**src/rtl/bin2gray_counter.sv**
```systemverilog
// bin2gray_counter: free-running binary counter with a registered Gray-code copy.
// Built to generate the pointer on the encoding side of an async FIFO.
// gray_o comes straight from a flop and so is safe to synchronise into another
// clock domain. A synchronous load takes priority over an increment.
// gray_next_o gives the Gray code of the next count for full/empty lookahead.
module bin2gray_counter #(
   parameter int WIDTH = 4
) (
   input  logic             clk_i,
   input  logic             rst_ni,
   input  logic             inc_i,
   input  logic             load_i,
   input  logic [WIDTH-1:0] load_data_i,
   output logic [WIDTH-1:0] bin_o,
   output logic [WIDTH-1:0] gray_o,
   output logic [WIDTH-1:0] gray_next_o,
   output logic             wrap_o
);

   // Binary to reflected Gray code. The MSB passes through unchanged.
   function automatic logic [WIDTH-1:0] bin_to_gray(input logic [WIDTH-1:0] b);
      return b ^ (b >> 1);
   endfunction

   localparam logic [WIDTH-1:0] ONE = {{(WIDTH-1){1'b0}}, 1'b1};

   logic [WIDTH-1:0] bin_q;
   logic [WIDTH-1:0] gray_q;
   logic             wrap_q;
   logic [WIDTH-1:0] bin_plus_one;
   logic [WIDTH-1:0] bin_next;
   logic             wrap_next;

   // The carry out of the MSB is dropped, so all-ones wraps to zero.
   assign bin_plus_one = bin_q + ONE;

   // Choose the next count. Load wins over increment, and a load never flags a wrap.
   always_comb begin
      bin_next  = bin_q;
      wrap_next = 1'b0;
      if (load_i) begin
         bin_next  = load_data_i;
         wrap_next = 1'b0;
      end else if (inc_i) begin
         bin_next  = bin_plus_one;
         wrap_next = &bin_q;
      end else begin
         bin_next  = bin_q;
         wrap_next = 1'b0;
      end
   end

   // State update. The Gray code is encoded before the flop, so gray_o has no output logic.
   always_ff @(posedge clk_i or negedge rst_ni) begin
      if (!rst_ni) begin
         bin_q  <= {WIDTH{1'b0}};
         gray_q <= {WIDTH{1'b0}};
         wrap_q <= 1'b0;
      end else begin
         bin_q  <= bin_next;
         gray_q <= bin_to_gray(bin_next);
         wrap_q <= wrap_next;
      end
   end

   assign bin_o       = bin_q;
   assign gray_o      = gray_q;
   assign wrap_o      = wrap_q;
   assign gray_next_o = bin_to_gray(bin_plus_one);

endmodule

```
**config.mk**
```make
export PLATFORM = sky130hd
export DESIGN_NAME = bin2gray_counter
export DESIGN_NICKNAME = d
export VERILOG_FILES = /design/src/rtl/bin2gray_counter.sv
export SDC_FILE = /design/constraint.sdc
export NUM_CORES = 1
export LEC_CHECK = 0
export ABC_CLOCK_PERIOD_IN_PS = 2500
export BUFFER_PORTS_ARGS = -buffer_cell sky130_fd_sc_hd__buf_2
export CORE_AREA = 2 2 39 41
export DETAILED_ROUTE_END_ITERATION = 7
export DIE_AREA = 0 0 41 43
export PLACE_DENSITY = 0.59
export SYNTH_ARGS = -nofsm -noshare
export SYNTH_HDL_FRONTEND = slang
export SYNTH_SLANG_ARGS = --single-unit
```
**constraint.sdc**
```tcl
create_clock -name clk_i -period 2.5 [get_ports clk_i]
set_clock_uncertainty 0.1 [all_clocks]
set_input_delay 0.25 -clock clk_i [delete_from_list [all_inputs] [get_ports clk_i]]
set_output_delay 0.25 -clock clk_i [all_outputs]
set_load 0.02 [all_outputs]
```
== Word-level counts from Yosys, hierarchy flattened ==
Index checks and enable logic that the tools add are counted.

* Bits in registers: 9
* Output and inout port bits: 13
* Input bits: 8
* Word-level logic and storage cells: 11

* $add $sub $neg: 1
* Bitwise logic cells: 2
* Muxes and demuxes: 4
* Reduce and logical (&&, ||, !) cells: 1

{| class="wikitable"
|+ Operators by type and width
! operator !! number
|-
| $mux 4 || 2
|-
| $xor 4x3->4 || 2
|-
| $add 4x1->4 const B || 1
|-
| $reduce_and 4->1 || 1
|-
| $mux 1 || 2
|}

== Logic depth before layout (Yosys ltp) ==
* Depth in word-level cells: 4
* Gate-level depth with buffers: 5
* Depth with buffers taken out: 5

== Least setup slack after synthesis ==
OpenSTA, ideal clock, no wires.

* Path type: register -> output
* Start point: reg bin_q[0], in the netlist bin_o[0]
* End point: out gray_next_o[2]
* Slack: 753 ps
* Stages on the path, launching flop included: 4
* Path buffers: 0
* Required time: 2150 ps
* Data arrival time: 1397 ps
* Cell sequence: dfrtp_1 -> ha_1 -> xor2_1 -> xnor2_1

* Longest elaborated chain between the ends: 2

{| class="wikitable"
|+ RTL lines
! item !! line !! text
|-
| start, declared || 27 || <nowiki>logic [WIDTH-1:0] bin_q;</nowiki>
|-
| start signal, assigned || 56 || <nowiki>bin_q <= {WIDTH{1'b0}};</nowiki>
|-
| start signal, assigned || 60 || <nowiki>bin_q <= bin_next;</nowiki>
|-
| $add 4x1->4 || 35 || <nowiki>assign bin_plus_one = bin_q + ONE;</nowiki>
|-
| $xor 4x3->4 || 22 || <nowiki>return b ^ (b >> 1);</nowiki>
|-
| end, declared || 16 || <nowiki>output logic [WIDTH-1:0] gray_next_o,</nowiki>
|}

No other way between the ends.

== Worst setup path after layout ==
* Start point: reg bin_q[0], in the netlist bin_o[0]
* End point: out gray_next_o[1]

Same word-level chain as after synthesis.

==> flow_summary.toml <==
[critical_path]
worstSetupPathType = "reg2out"
required_ns = 2.15
endpoint_kind = "output pin"
cp_max_fo = 7
crit_path_frequent_cell = "xnor2_1"
cp.arrival_ns = 1.53
crit_buf_inv = 1
critPathTopFamily = "flip-flops"
cp-start-kind = "register"
cp_cell_sequence = "ha_1, xnor2_1, xnor2_1, buf_2"
cpMaxStageDelayCell = "dfrtp_1"
worst_path_largest_cell_delay_ns = 0.46

[final_layout]
finish.utilization_pct = 41.2
drive_gt1_share_pct = 41.3
nets = 74
area_delta_synth_final_pct = 29.5
diodes = 0

[detailed_routing]
drcViolationCount = 0
wire_per_inst_microns = 10.7
num_vias = 346
wl_microns = 845
antenna_left = 0
dr.pass1.iters = 2
drtIter0Drc = 1
vias_per_cell = 4.38

[power_and_ir_drop]
peakVddDrop_uv = 240
p_leak_nw = 0.281
p_sw_share_pct = 39.8
power.share.combinational_pct = 43.1
seqPwrFrac_pct = 35.5
p_sw_w = 0.000192
internal_power_w = 0.000291
pwr-share-clk_pct = 21.4
p_per_area_mw_per_mm2 = 847

[synth]
syn_area_per_cell_sq_um = 10.5
synth_area_leader_cell = "dfrtp_1"
synth.distinct_cells = 16
netlist_area_sq_um = 440
yosys_warnings = 0
synth_top_area_share_pct = 45.5
syn_nets = 51
synth_area_leaders = "dfrtp_1 (45%), xnor2_1 (18%), nand2_1 (6.0%)"
synth-seq-cells = 8
ys_seq_area_share_pct = 45.5
synthCells = 42

[timing]
finalSetupTns_ns = 0
worstMarginPinSlew_ns = 0.256
rsz0062_at_grt = "no"
max_freq_ghz = 0.531
maxSlewHeadroom_pct = 82.6
finalCritPeriodShare_pct = 75.3
finalMaxSlewViolations = 0
fin_crit_ns = 1.88
setup_viol = 0
hold_violations = 0

[clock_network]
post_cts_buffers = 0
clockBufferDepth = 2
clock_latency_ns = 0.26
cts_resized = 0
clkSinkCount = 8
path_clk_slew_ns = 0.06
cts_tree = "built"
cts_made_buffers = 3
holdBufCountCts = 1
root_buffer = "clkbuf_4"
h-tree-depth = 1

[global_route]
grt_pass1_vias = 323
grt_usage_pct = 11.8
grt_max_degree = 9
grt_busiest_layer = "met2"
met3_usage_pct = 1.57
grt_antenna_before_repair = 0
use_met2_pct = 17.5
overflow = 0
grt_pass1_wl_microns = 1320
grt_util_met1_pct = 13.2

[floorplanning]
start_util_pct = 31.8
ioPinCount = 21
die_area_sq_mm = 0.00176
die_x_microns = 41
num_rows = 14
fp.dieH_microns = 43
core_area_sq_mm = 0.00138

[outcome]
status = "completed"

[hold_path]
min_path_type = "in2reg"

[placed_design]
dpl.hpwl_microns = 643
portBuffers = 20
gp_congestion = 0.680

[run]
max-cap-violations = 0
==> stage by stage <==
| step | instances | cell area, sq um | power, W | setup slack [ns] | hold WS, ns |
|---|---|---|---|---|---|
| 6_report | 79 | 571 | 0.000483 | 0.617 | 0.121 |
| 5_1_grt | 79 | 571 | 0.000520 | 0.488 | 0.114 |
| 4_1_cts | 79 | 571 | 0.000493 | 0.599 | 0.115 |
| 3_5_place_dp | 75 | 538 | 0.000385 | 0.902 | 0.00510 |
| 3_3_place_gp | 75 | 538 | 0.000383 | 0.907 | -0.00304 |
| 2_1_floorplan | 42 | 440 | 0.000326 | 0.753 | -0.146 |
==> final cells by class <==
class,count,area (sq um)
Timing Repair Buffer,21,110
Multi-Input combinational cell,29,210
Inverter,2,7.51
Tap cell,16,20.0
Clock buffer,3,22.5
Fill cell,147,813
Sequential cell,8,200
==> path summary, 6_finish.rpt <==
path / end / slack (ns) / from / cells after the start
setup / recovery: gray_next_o[1] / 0.62 / bin_o[0] / 4
hold / removal: bin_o[1] / 0.12 / load_data_i[1] / 3
setup reg to reg: gray_o[1] / 0.91 / bin_o[0] / 5
hold reg to reg: wrap_o / 0.53 / bin_o[2] / 2
max in group asynchronous: gray_o[1] / 1.87 / rst_ni / 2
min in group asynchronous: bin_o[3] / 0.26 / rst_ni / 2
==> cell usage in the layout (no fill, tap or decap) <==
cell type      netlist  final
o21ai_1              1      1
nand2_1              7      7
nand4_1              1      1
nor3_1               1      1
dfrtp_1              8      8
a21oi_2              1      1
mux2i_2              1      1
mux2i_1              1      1
xnor2_1              9      9
nor2_1               1      1
nand3_1              1      1
clkbuf_4             0      3
dlygate4sd3_1        0      1
xor2_1               3      3
ha_1                 1      1
buf_2                0     20
inv_1                2      2
o21ai_2              1      1
==> cell usage after synthesis <==
library cell  n
a21oi_2       1
buf_4         3
dfrtp_1       8
ha_1          1
inv_1         2
mux2i_1       1
mux2i_2       1
nand2_1       7
nand3_1       1
nand4_1       1
nor2_1        1
nor3_1        1
o21ai_1       1
o21ai_2       1
xnor2_1       9
xor2_1        3
==> power by group through the flow <==
stage               clock [W]  sequential (W)  combinational (W)
CTS                  0.000108        0.000172           0.000212
global route         0.000115        0.000176           0.000229
finish               0.000103        0.000172           0.000208
floorplan                   0        0.000199           0.000127
global placement            0        0.000173           0.000210
detailed placement          0        0.000174           0.000211
==> worst reg2reg max path, stage by stage (launching register included) <==
cell	delay [ns]
dfrtp_1	0.46
ha_1	0.38
mux2i_1	0.17
nor2_1	0.07
a21oi_2	0.18
xor2_1	0.16
==> sequential cells by signal, indices dropped and copies added (netlist names) <==
register,count
bin_o,4
gray_o,3
wrap_o,1
==> kinds of logic (layout without fill, tap and decap cells) <==
kind of cell	after synthesis	in the layout	synth area share, %
AND/OR/NAND/NOR	11	11	10.5
flip-flops	8	8	45.5
AO/OA/AOI/OAI	3	3	5.11
adder cells (fa/ha/maj)	1	1	2.84
buffers and inverters	5	26	6.82
XOR/XNOR	12	12	23.9
multiplexers	2	2	5.40
==> routing by layer <==
metal | wire [microns] | share of wire [%]
met1 | 326 | 39
met2 | 424 | 50
met3 | 65 | 7.7
met4 | 29 | 3.4
met5 | 0 | 0
Power figures use the tool's default switching activity.
